[config.mk]
export PLATFORM = sky130hd
export DESIGN_NAME = axil_regfile_sub
export DESIGN_NICKNAME = d
export VERILOG_FILES = /design/src/rtl/axil_pkg.sv /design/src/rtl/axil_addr_decode.sv /design/src/rtl/axil_regfile_sub.sv
export SDC_FILE = /design/constraint.sdc
export NUM_CORES = 1
export LEC_CHECK = 0
export CORE_MARGIN = 1.5
export CORE_UTILIZATION = 46
export DETAILED_ROUTE_END_ITERATION = 6
export HOLD_SLACK_MARGIN = 0.08
export PLACE_DENSITY_LB_ADDON = 0.2
export SYNTH_ARGS = -nofsm -noshare
export SYNTH_HDL_FRONTEND = slang
export SYNTH_SLANG_ARGS = --single-unit
[constraint.sdc]
create_clock -name clk -period 2.1 [get_ports clk]
set_clock_uncertainty 0.1 [all_clocks]
set_input_delay 0.315 -clock clk [delete_from_list [all_inputs] [get_ports clk]]
set_output_delay 0.315 -clock clk [all_outputs]
set_load 0.02 [all_outputs]
[src/rtl/axil_pkg.sv]
// -----------------------------------------------------------------------------
// axil_pkg
// Shared definitions for the AXI4-Lite register-file subordinate:
//   - AXI response codes (OKAY / SLVERR / DECERR)
//   - read and write channel FSM state encodings
//   - strb_merge(): byte-strobe merge of new write data into an old value
// -----------------------------------------------------------------------------
package axil_pkg;

   localparam logic [1:0] RESP_OKAY   = 2'b00;
   localparam logic [1:0] RESP_SLVERR = 2'b10;
   localparam logic [1:0] RESP_DECERR = 2'b11;

   typedef enum logic {
      RD_IDLE = 1'b0,
      RD_RESP = 1'b1
   } rd_state_e;

   typedef enum logic [1:0] {
      WR_IDLE    = 2'd0,
      WR_HAVE_AW = 2'd1,
      WR_HAVE_W  = 2'd2,
      WR_RESP    = 2'd3
   } wr_state_e;

   // Sized for the widest supported bus (64 bits); narrower callers
   // zero-extend the operands and keep the low bits of the result.
   function automatic logic [63:0] strb_merge(input logic [63:0] old_val,
                                              input logic [63:0] new_val,
                                              input logic [7:0]  strb);
      logic [63:0] res;
      res = old_val;
      for (int k = 0; k < 8; k++) begin
         if (strb[k]) begin
            res[k*8 +: 8] = new_val[k*8 +: 8];
         end else begin
            res[k*8 +: 8] = old_val[k*8 +: 8];
         end
      end
      return res;
   endfunction

endpackage

[src/rtl/axil_addr_decode.sv]
// -----------------------------------------------------------------------------
// axil_addr_decode
// Combinational byte address -> register index decode.
//   addr     : byte address from the AR or AW channel
//   idx      : word index relative to BASE_ADDR (low byte-offset bits dropped)
//   in_range : 1 when BASE_ADDR <= addr and idx < NUM_REGS
// -----------------------------------------------------------------------------
module axil_addr_decode
   import axil_pkg::*;
#(
   parameter int                 ADDR_W    = 32,
   parameter int                 DATA_W    = 32,
   parameter int                 NUM_REGS  = 8,
   parameter int                 IDX_W     = 3,
   parameter logic [ADDR_W-1:0]  BASE_ADDR = {ADDR_W{1'b0}}
) (
   input  logic [ADDR_W-1:0] addr,
   output logic [IDX_W-1:0]  idx,
   output logic              in_range
);

   localparam int                OFS_W      = $clog2(DATA_W / 8);
   localparam logic [ADDR_W-1:0] NUM_REGS_A = ADDR_W'(NUM_REGS);

   logic [ADDR_W-1:0] rel_s;
   logic [ADDR_W-1:0] word_s;

   // Offset from the bank base, converted to a word index.  The full-width
   // word index is range-checked so that high address bits cannot alias.
   always_comb begin
      rel_s    = addr - BASE_ADDR;
      word_s   = rel_s >> OFS_W;
      idx      = word_s[IDX_W-1:0];
      in_range = (addr >= BASE_ADDR) && (word_s < NUM_REGS_A);
   end

endmodule

[src/rtl/axil_regfile_sub.sv]
// -----------------------------------------------------------------------------
// axil_regfile_sub
// AXI4-Lite subordinate exposing C_NUM_REGS software-visible registers.
//   clk, resetn        : clock, asynchronous active-low reset
//   s_axi_ar* / r*     : read address / read data channels (1-cycle latency)
//   s_axi_aw* / w* / b*: write address / data / response channels; AW and W
//                        may arrive in either order or together
//   reg_q              : flattened register contents, reg i at [i*W +: W]
//   reg_wr_pulse       : one-cycle pulse per register on a committed write
// Optional build macro AXIL_REGS_RDONLY_ID_EN: register 0 becomes a
// read-only ID register returning C_ID_VALUE; writes to it get SLVERR.
// -----------------------------------------------------------------------------
module axil_regfile_sub
   import axil_pkg::*;
#(
   parameter int                          C_AXI_DATA_WIDTH = 32,
   parameter int                          C_AXI_ADDR_WIDTH = 32,
   parameter int                          C_NUM_REGS       = 8,
   parameter logic [C_AXI_ADDR_WIDTH-1:0] C_BASE_ADDR      = {C_AXI_ADDR_WIDTH{1'b0}},
   parameter logic [31:0]                 C_ID_VALUE       = 32'h0001_0000
) (
   input  logic                                   clk,
   input  logic                                   resetn,
   input  logic [C_AXI_ADDR_WIDTH-1:0]            s_axi_araddr,
   input  logic                                   s_axi_arvalid,
   output logic                                   s_axi_arready,
   output logic [C_AXI_DATA_WIDTH-1:0]            s_axi_rdata,
   output logic [1:0]                             s_axi_rresp,
   output logic                                   s_axi_rvalid,
   input  logic                                   s_axi_rready,
   input  logic [C_AXI_ADDR_WIDTH-1:0]            s_axi_awaddr,
   input  logic                                   s_axi_awvalid,
   output logic                                   s_axi_awready,
   input  logic [C_AXI_DATA_WIDTH-1:0]            s_axi_wdata,
   input  logic [C_AXI_DATA_WIDTH/8-1:0]          s_axi_wstrb,
   input  logic                                   s_axi_wvalid,
   output logic                                   s_axi_wready,
   output logic [1:0]                             s_axi_bresp,
   output logic                                   s_axi_bvalid,
   input  logic                                   s_axi_bready,
   output logic [C_NUM_REGS*C_AXI_DATA_WIDTH-1:0] reg_q,
   output logic [C_NUM_REGS-1:0]                  reg_wr_pulse
);

   localparam int W      = C_AXI_DATA_WIDTH;
   localparam int STRB_W = C_AXI_DATA_WIDTH / 8;
   localparam int IDX_W  = (C_NUM_REGS > 1) ? $clog2(C_NUM_REGS) : 1;

   // ---------------- storage and read view ----------------
   logic [W-1:0]          regs_r      [C_NUM_REGS];
   logic [W-1:0]          reg_view_s  [C_NUM_REGS];

   // ---------------- read channel ----------------
   rd_state_e             rd_state_r, rd_state_n;
   logic                  arready_r, arready_n;
   logic                  rvalid_r, rvalid_n;
   logic [W-1:0]          rdata_r, rdata_n;
   logic [1:0]            rresp_r, rresp_n;
   logic [IDX_W-1:0]      ar_idx_s;
   logic                  ar_in_range_s;
   logic                  ar_hs_s;

   // ---------------- write channel ----------------
   wr_state_e             wr_state_r, wr_state_n;
   logic                  awready_r, awready_n;
   logic                  wready_r, wready_n;
   logic                  bvalid_r, bvalid_n;
   logic [1:0]            bresp_r, bresp_n;
   logic [IDX_W-1:0]      aw_idx_s, aw_idx_r;
   logic                  aw_in_range_s, aw_in_range_r;
   logic [W-1:0]          wdata_r;
   logic [STRB_W-1:0]     wstrb_r;
   logic                  aw_hs_s, w_hs_s;
   logic                  commit_s, cm_ok_s, ro_hit_s;
   logic [IDX_W-1:0]      cm_idx_s;
   logic                  cm_in_range_s;
   logic [W-1:0]          cm_data_s;
   logic [STRB_W-1:0]     cm_strb_s;
   logic [1:0]            cm_resp_s;
   logic [63:0]           merge_s;
   logic [C_NUM_REGS-1:0] pulse_r, pulse_n;

   axil_addr_decode #(
      .ADDR_W(C_AXI_ADDR_WIDTH), .DATA_W(W), .NUM_REGS(C_NUM_REGS),
      .IDX_W(IDX_W), .BASE_ADDR(C_BASE_ADDR)
   ) u_ar_dec (
      .addr(s_axi_araddr), .idx(ar_idx_s), .in_range(ar_in_range_s)
   );

   axil_addr_decode #(
      .ADDR_W(C_AXI_ADDR_WIDTH), .DATA_W(W), .NUM_REGS(C_NUM_REGS),
      .IDX_W(IDX_W), .BASE_ADDR(C_BASE_ADDR)
   ) u_aw_dec (
      .addr(s_axi_awaddr), .idx(aw_idx_s), .in_range(aw_in_range_s)
   );

   assign ar_hs_s = s_axi_arvalid & arready_r;
   assign aw_hs_s = s_axi_awvalid & awready_r;
   assign w_hs_s  = s_axi_wvalid  & wready_r;

   // Software-visible view of the bank; register 0 may be a constant ID.
   always_comb begin
      for (int i = 0; i < C_NUM_REGS; i++) begin
         reg_view_s[i] = regs_r[i];
      end
`ifdef AXIL_REGS_RDONLY_ID_EN
      reg_view_s[0] = W'(C_ID_VALUE);
`endif
   end

   // Read FSM: next state and next registered outputs.
   always_comb begin
      rd_state_n = rd_state_r;
      rvalid_n   = rvalid_r;
      rdata_n    = rdata_r;
      rresp_n    = rresp_r;
      case (rd_state_r)
         RD_IDLE: begin
            if (ar_hs_s) begin
               rd_state_n = RD_RESP;
               rvalid_n   = 1'b1;
               rdata_n    = ar_in_range_s ? reg_view_s[ar_idx_s] : {W{1'b0}};
               rresp_n    = ar_in_range_s ? RESP_OKAY : RESP_DECERR;
            end else begin
               rd_state_n = RD_IDLE;
            end
         end
         RD_RESP: begin
            if (s_axi_rready) begin
               rd_state_n = RD_IDLE;
               rvalid_n   = 1'b0;
               rdata_n    = {W{1'b0}};
               rresp_n    = RESP_OKAY;
            end else begin
               rd_state_n = RD_RESP;
            end
         end
         default: begin
            rd_state_n = RD_IDLE;
            rvalid_n   = 1'b0;
            rdata_n    = {W{1'b0}};
            rresp_n    = RESP_OKAY;
         end
      endcase
      arready_n = (rd_state_n == RD_IDLE);
   end

   // Read FSM state and read-channel output registers.
   always_ff @(posedge clk or negedge resetn) begin
      if (!resetn) begin
         rd_state_r <= RD_IDLE;
         arready_r  <= 1'b0;
         rvalid_r   <= 1'b0;
         rdata_r    <= {W{1'b0}};
         rresp_r    <= RESP_OKAY;
      end else begin
         rd_state_r <= rd_state_n;
         arready_r  <= arready_n;
         rvalid_r   <= rvalid_n;
         rdata_r    <= rdata_n;
         rresp_r    <= rresp_n;
      end
   end

   // Write FSM: pick the commit operands (live beat or latched first beat),
   // then next state, response and ready outputs.
   always_comb begin
      wr_state_n    = wr_state_r;
      bvalid_n      = bvalid_r;
      bresp_n       = bresp_r;
      commit_s      = 1'b0;
      cm_idx_s      = aw_idx_r;
      cm_in_range_s = aw_in_range_r;
      cm_data_s     = wdata_r;
      cm_strb_s     = wstrb_r;
      case (wr_state_r)
         WR_IDLE: begin
            cm_idx_s      = aw_idx_s;
            cm_in_range_s = aw_in_range_s;
            cm_data_s     = s_axi_wdata;
            cm_strb_s     = s_axi_wstrb;
            if (aw_hs_s && w_hs_s) begin
               commit_s = 1'b1;
            end else if (aw_hs_s) begin
               wr_state_n = WR_HAVE_AW;
            end else if (w_hs_s) begin
               wr_state_n = WR_HAVE_W;
            end else begin
               wr_state_n = WR_IDLE;
            end
         end
         WR_HAVE_AW: begin
            cm_data_s = s_axi_wdata;
            cm_strb_s = s_axi_wstrb;
            if (w_hs_s) begin
               commit_s = 1'b1;
            end else begin
               wr_state_n = WR_HAVE_AW;
            end
         end
         WR_HAVE_W: begin
            cm_idx_s      = aw_idx_s;
            cm_in_range_s = aw_in_range_s;
            if (aw_hs_s) begin
               commit_s = 1'b1;
            end else begin
               wr_state_n = WR_HAVE_W;
            end
         end
         WR_RESP: begin
            if (s_axi_bready) begin
               wr_state_n = WR_IDLE;
               bvalid_n   = 1'b0;
               bresp_n    = RESP_OKAY;
            end else begin
               wr_state_n = WR_RESP;
            end
         end
         default: begin
            wr_state_n = WR_IDLE;
            bvalid_n   = 1'b0;
            bresp_n    = RESP_OKAY;
         end
      endcase

`ifdef AXIL_REGS_RDONLY_ID_EN
      ro_hit_s = (cm_idx_s == {IDX_W{1'b0}});
`else
      ro_hit_s = 1'b0;
`endif
      cm_ok_s = cm_in_range_s && !ro_hit_s;
      if (!cm_in_range_s) begin
         cm_resp_s = RESP_DECERR;
      end else if (ro_hit_s) begin
         cm_resp_s = RESP_SLVERR;
      end else begin
         cm_resp_s = RESP_OKAY;
      end

      pulse_n = {C_NUM_REGS{1'b0}};
      merge_s = 64'h0;
      if (commit_s) begin
         wr_state_n = WR_RESP;
         bvalid_n   = 1'b1;
         bresp_n    = cm_resp_s;
         if (cm_ok_s) begin
            pulse_n[cm_idx_s] = 1'b1;
            merge_s = strb_merge(64'(regs_r[cm_idx_s]), 64'(cm_data_s), 8'(cm_strb_s));
         end else begin
            merge_s = 64'h0;
         end
      end else begin
         merge_s = 64'h0;
      end

      awready_n = (wr_state_n == WR_IDLE) || (wr_state_n == WR_HAVE_W);
      wready_n  = (wr_state_n == WR_IDLE) || (wr_state_n == WR_HAVE_AW);
   end

   // Write FSM state and write-channel output registers.
   always_ff @(posedge clk or negedge resetn) begin
      if (!resetn) begin
         wr_state_r <= WR_IDLE;
         awready_r  <= 1'b0;
         wready_r   <= 1'b0;
         bvalid_r   <= 1'b0;
         bresp_r    <= RESP_OKAY;
         pulse_r    <= {C_NUM_REGS{1'b0}};
      end else begin
         wr_state_r <= wr_state_n;
         awready_r  <= awready_n;
         wready_r   <= wready_n;
         bvalid_r   <= bvalid_n;
         bresp_r    <= bresp_n;
         pulse_r    <= pulse_n;
      end
   end

   // Hold whichever beat arrives first until its partner shows up.
   always_ff @(posedge clk or negedge resetn) begin
      if (!resetn) begin
         aw_idx_r      <= {IDX_W{1'b0}};
         aw_in_range_r <= 1'b0;
         wdata_r       <= {W{1'b0}};
         wstrb_r       <= {STRB_W{1'b0}};
      end else begin
         if (aw_hs_s) begin
            aw_idx_r      <= aw_idx_s;
            aw_in_range_r <= aw_in_range_s;
         end
         if (w_hs_s) begin
            wdata_r <= s_axi_wdata;
            wstrb_r <= s_axi_wstrb;
         end
      end
   end

   // Register bank update on an accepted commit.
   always_ff @(posedge clk or negedge resetn) begin
      if (!resetn) begin
         for (int i = 0; i < C_NUM_REGS; i++) begin
            regs_r[i] <= {W{1'b0}};
         end
      end else if (commit_s && cm_ok_s) begin
         regs_r[cm_idx_s] <= merge_s[W-1:0];
      end
   end

   for (genvar g = 0; g < C_NUM_REGS; g++) begin : g_regq
      assign reg_q[g*W +: W] = reg_view_s[g];
   end

   assign s_axi_arready = arready_r;
   assign s_axi_rvalid  = rvalid_r;
   assign s_axi_rdata   = rdata_r;
   assign s_axi_rresp   = rresp_r;
   assign s_axi_awready = awready_r;
   assign s_axi_wready  = wready_r;
   assign s_axi_bvalid  = bvalid_r;
   assign s_axi_bresp   = bresp_r;
   assign reg_wr_pulse  = pulse_r;

endmodule

==> results of run 1 <==
metal layers:
| layer | global-route usage, % | routed length [µm] |
|---|---|---|
| met4 | 21.3 | 5400 |
| met2 | 56.6 | 35600 |
| met1 | 48.9 | 30100 |
| met3 | 8.96 | 9230 |
| met5 | 0 | 0 |
worst reg2reg max path, delay by kind of cell (launching register included):
kind,cells,cell delay (ns)
buffers and inverters,4,0.69
and+or+nand+nor,2,0.33
DFF,1,0.45
AOI/OAI and AO/OA,2,0.66
state kept, by name (all words and copies together), names as in the netlist:
register,count
reg_q,256
s_axi_rdata,32
wdata_r,32
reg_wr_pulse,8
wstrb_r,4
aw_idx_r,3
wr_state_r,2
aw_in_range_r,1
rd_state_r,1
s_axi_arready,1
s_axi_awready,1
s_axi_bresp,1
s_axi_bvalid,1
s_axi_rresp,1
s_axi_rvalid,1
s_axi_wready,1
stage by stage:
step	cell area (µm²)	worst slack (ns)	instances	power [mW]	utilization, %
after floorplan	18300	-0.0117	1772	14.6	-
after global placement	24300	-0.458	2695	19.7	62.4
after detailed placement	24300	-0.539	2695	20.0	62.4
after CTS	27100	-0.118	2795	29.8	69.6
after global routing	28200	-0.286	2812	32.6	72.4
final	28200	-0.230	2814	31.8	72.4
worst max-delay path by stage:
stage	cells after the start	end	slack [ns]
final	8	reg_q[165]	-0.23
after global routing	10	reg_q[157]	-0.29
after CTS	10	reg_q[70]	-0.12
after detailed placement	9	reg_q[52]	-0.54
after global placement	7	reg_q[197]	-0.46
after floorplan	7	reg_q[244]	-0.01
final cells by class:
| type | count | area [µm²] |
|---|---|---|
| Multi-Input combinational cell | 1241 | 10600 |
| Timing Repair Buffer | 624 | 6840 |
| Antenna cell | 2 | 5.00 |
| Clock buffer | 60 | 1220 |
| Fill cell | 2634 | 10700 |
| Tap cell | 518 | 648 |
| Clock inverter | 10 | 156 |
| Sequential cell | 346 | 8660 |
| Inverter | 13 | 48.8 |
cell families (layout without fill, tap and decap cells):
group	count (synthesis)	in the layout	share of synthesized area [%]
compound gates	629	629	22.9
simple gates	407	407	9.57
flops	346	346	47.3
mux	205	205	16.0
buf+inv	185	707	4.26
other cells	0	2	0
layout by cell type (no fill, tap or decap), drive strengths merged, types with 44 or more instances in the layout:
cell type      Yosys  routed
mux2i             97      97
mux2              44      44
nand3            107     107
clkdlybuf4s50      0     403
dfrtp            346     346
clkbuf           114      65
o21ai            293     293
nand2            262     262
mux4              64      64
buf               58     212
o31ai            257     257
power by group:
group	internal [mW]	switching (mW)	leakage [nW]	total, mW
Clock	4.48	2.83	0.676	7.31
Sequential	7.37	0.628	4.71	8.00
Combinational	6.86	9.60	5.81	16.5
timing repair:
action	4_1_cts	5_1_grt
hold buffers	1	0
gates cloned	11	6
buffers inserted	18	14
resized for setup	176	168
setup endpoints to repair	256	267
pin swaps	65	46
hold endpoints to repair	346	0
==> results.md, run 1 <==
- Averaged over all synthesized cells, the footprint is 10.3 µm².
- The max-slew violation total from the final report is 0.
- The number of enable-type register cells in the synthesized netlist is 0.
- The pin count of the biggest net entering global routing is 85.
- The final reports fail on negative setup slack.
- Setup slack on the critical path of the routed design comes to -0.230 ns.
- The first global-routing pass estimated 116000 µm of wire.
- The power per standard cell area is 1130 nW/µm².
- The family with the most delay on the worst path is buffers and inverters.
- The floorplan die width is 202 µm.
- The relative max-transition margin is 60.4%.
- The minimum hold slack is 0.159 ns.
- The number of warnings issued by yosys is 0.
- The min-delay analysis places its worst path in the category in -> async.
- The reg-to-reg setup timing slack is -0.23 ns.
- The proportion of synthesized chip area in sequential cells is 47.3%.
- The top cell type by total area after synthesis is sky130_fd_sc_hd__dfrtp_1.
- Synthesis inferred 346 register bits.
- The initial antenna violation count is 1.
- From synthesis to final layout, the design area changed by 53.9%.
- Setup repair after global routing could not meet its margin everywhere.
- The number of detailed-routing iterations run before antenna repair is 5.
- The number of buffer and inverter instances along the worst setup path is 4.
- The largest single stage delay on the critical path is 0.45 ns.
- The number of H-tree levels is 2.
- After synthesis, the cell types taking the most area are sky130_fd_sc_hd__dfrtp_1 47%, sky130_fd_sc_hd__o31ai_1 11%, sky130_fd_sc_hd__mux4_2 7.9%, sky130_fd_sc_hd__o21ai_0 7.8%, sky130_fd_sc_hd__nand2_1 5.4%.
- The post-synthesis cell type count is 36.
- The global routing usage summed across all routing layers is 37.2%.
- In this run the critical register-to-register path is captured at reg_q[165].
- The area fraction of the dominant cell type after synthesis is 47.3%.
- The most used cell along the critical path is sky130_fd_sc_hd__buf_6.
- The detailed router finished its first iteration with 2113 violations.
- The peak fanout along the critical path is 8.
- For the worst setup path, the data arrival time is 2.65 ns.
- The type of element launching the critical path is a flop.
- The number of endpoints with negative hold slack in the final report was 0.
- Counting every sink on the clock net gives 346.
- For this configuration, the core starts out at a cell density of 47.0%.
- The maximum clock frequency is 429 MHz.
- In this run the tool buffered the top-level ports with 407 buffer cells.
- In the finished design, the share of the clock period the worst path needs comes to 111%.
- The total nets after synthesis is 1879.
- At the later pin of the worst-skew pair, clock insertion delay measures 0.53 ns.
- The HPWL after detailed placement is 50300 µm.
- The final layout contains 2372 nets.
- The highest ir drop seen on vdd is 0.757 mV.
- The total die area is 41000 µm².
- The first element of the critical path is wr_state_r[0].
- Summed over all cells, the static leakage comes to 11.2 nW.
- The total standard cell area after synthesis is 18300 µm².
- The placer congestion estimate is 0.914.
- The maximum clock path buffer count is 3.
- The worst setup path is captured at a flop.
- The max capacitance violation total is 0.
- The number of vias in the routed layout is 19000.
- By count the netlist is led by 346 x sky130_fd_sc_hd__dfrtp_1, 286 x sky130_fd_sc_hd__o21ai_0, 261 x sky130_fd_sc_hd__nand2_1, 257 x sky130_fd_sc_hd__o31ai_1, 114 x sky130_fd_sc_hd__clkbuf_1.
- Buffers inserted during clock tree synthesis total 39.
- After detailed routing, the average wire length per cell comes to 28.6 µm.
- The number of global-route vias before repair is 18600.
- Walking the worst path, the cells encountered are buf_4 > buf_6 > o21ai_4 > buf_6 > nand3_2 > nand2b_4 > clkbuf_16 > o31ai_1.
- The smallest clock period supported by the final layout is computed as 2.33 ns.
- TritonCTS built the clock tree.
- 412 I/O pins were placed.
- At the pin with the least slew margin, the transition time is 0.594 ns.
- The standard-cell row count is 72.
- The antenna violation net count after detailed routing is 0.
- The slowest stage of the critical path is the sky130_fd_sc_hd__dfrtp_2 cell.
- Counting cells, the worst reg-to-reg path comes to 8.
- For this run, design rule violations remaining after detail routing come to 0.
- The run finished, with violations left.
- The leftover overflow at the end of global routing is 0.
- The share of synthesized registers carrying an async set or reset is 100%.
- Dividing the detail-routed via count by the number of cells gives 6.74.
- The critical path data required time is 2.42 ns.
- Summed over all layers, the routed wires come to 80300 µm.
- The most repeated cell in the gate-level netlist after synthesis is sky130_fd_sc_hd__dfrtp_1.
- The die is 202 µm tall.
- After clock tree synthesis, the clock-pin slew on the worst setup and hold paths is 0.06 ns.
- The critical path is of the reg -> reg type.
- Cells with a size suffix above 1 make up 28.9% of the layout.
- After routing, the total negative slack on setup checks comes to -28.66 ns.
- Among all flip-flop cells after synthesis, the most frequent one is sky130_fd_sc_hd__dfrtp_1.
- The cell sitting at the root of the clock tree is a sky130_fd_sc_hd__clkbuf_16.
- Setup violations remaining at the end of the flow were counted as 261.
- The synthesized instance count is 1772.
- The total area inside the core boundary comes to 38900 µm².
- The startpoint identified for the worst register-to-register timing path is wr_state_r[0].
Note: power is estimated with default switching activity, not from simulation.
==> run 2: changes to the inputs <==
--- a/config.mk
+++ b/config.mk
@@ -8,6 +8,7 @@
 export CORE_MARGIN = 1.5
 export CORE_UTILIZATION = 46
 export DETAILED_ROUTE_END_ITERATION = 6
+export GPL_ROUTABILITY_DRIVEN = 1
 export HOLD_SLACK_MARGIN = 0.08
 export PLACE_DENSITY_LB_ADDON = 0.2
 export SYNTH_ARGS = -nofsm -noshare
==> results of run 2 <==
Final layout, timing and power as in run 1 (identical DEF).
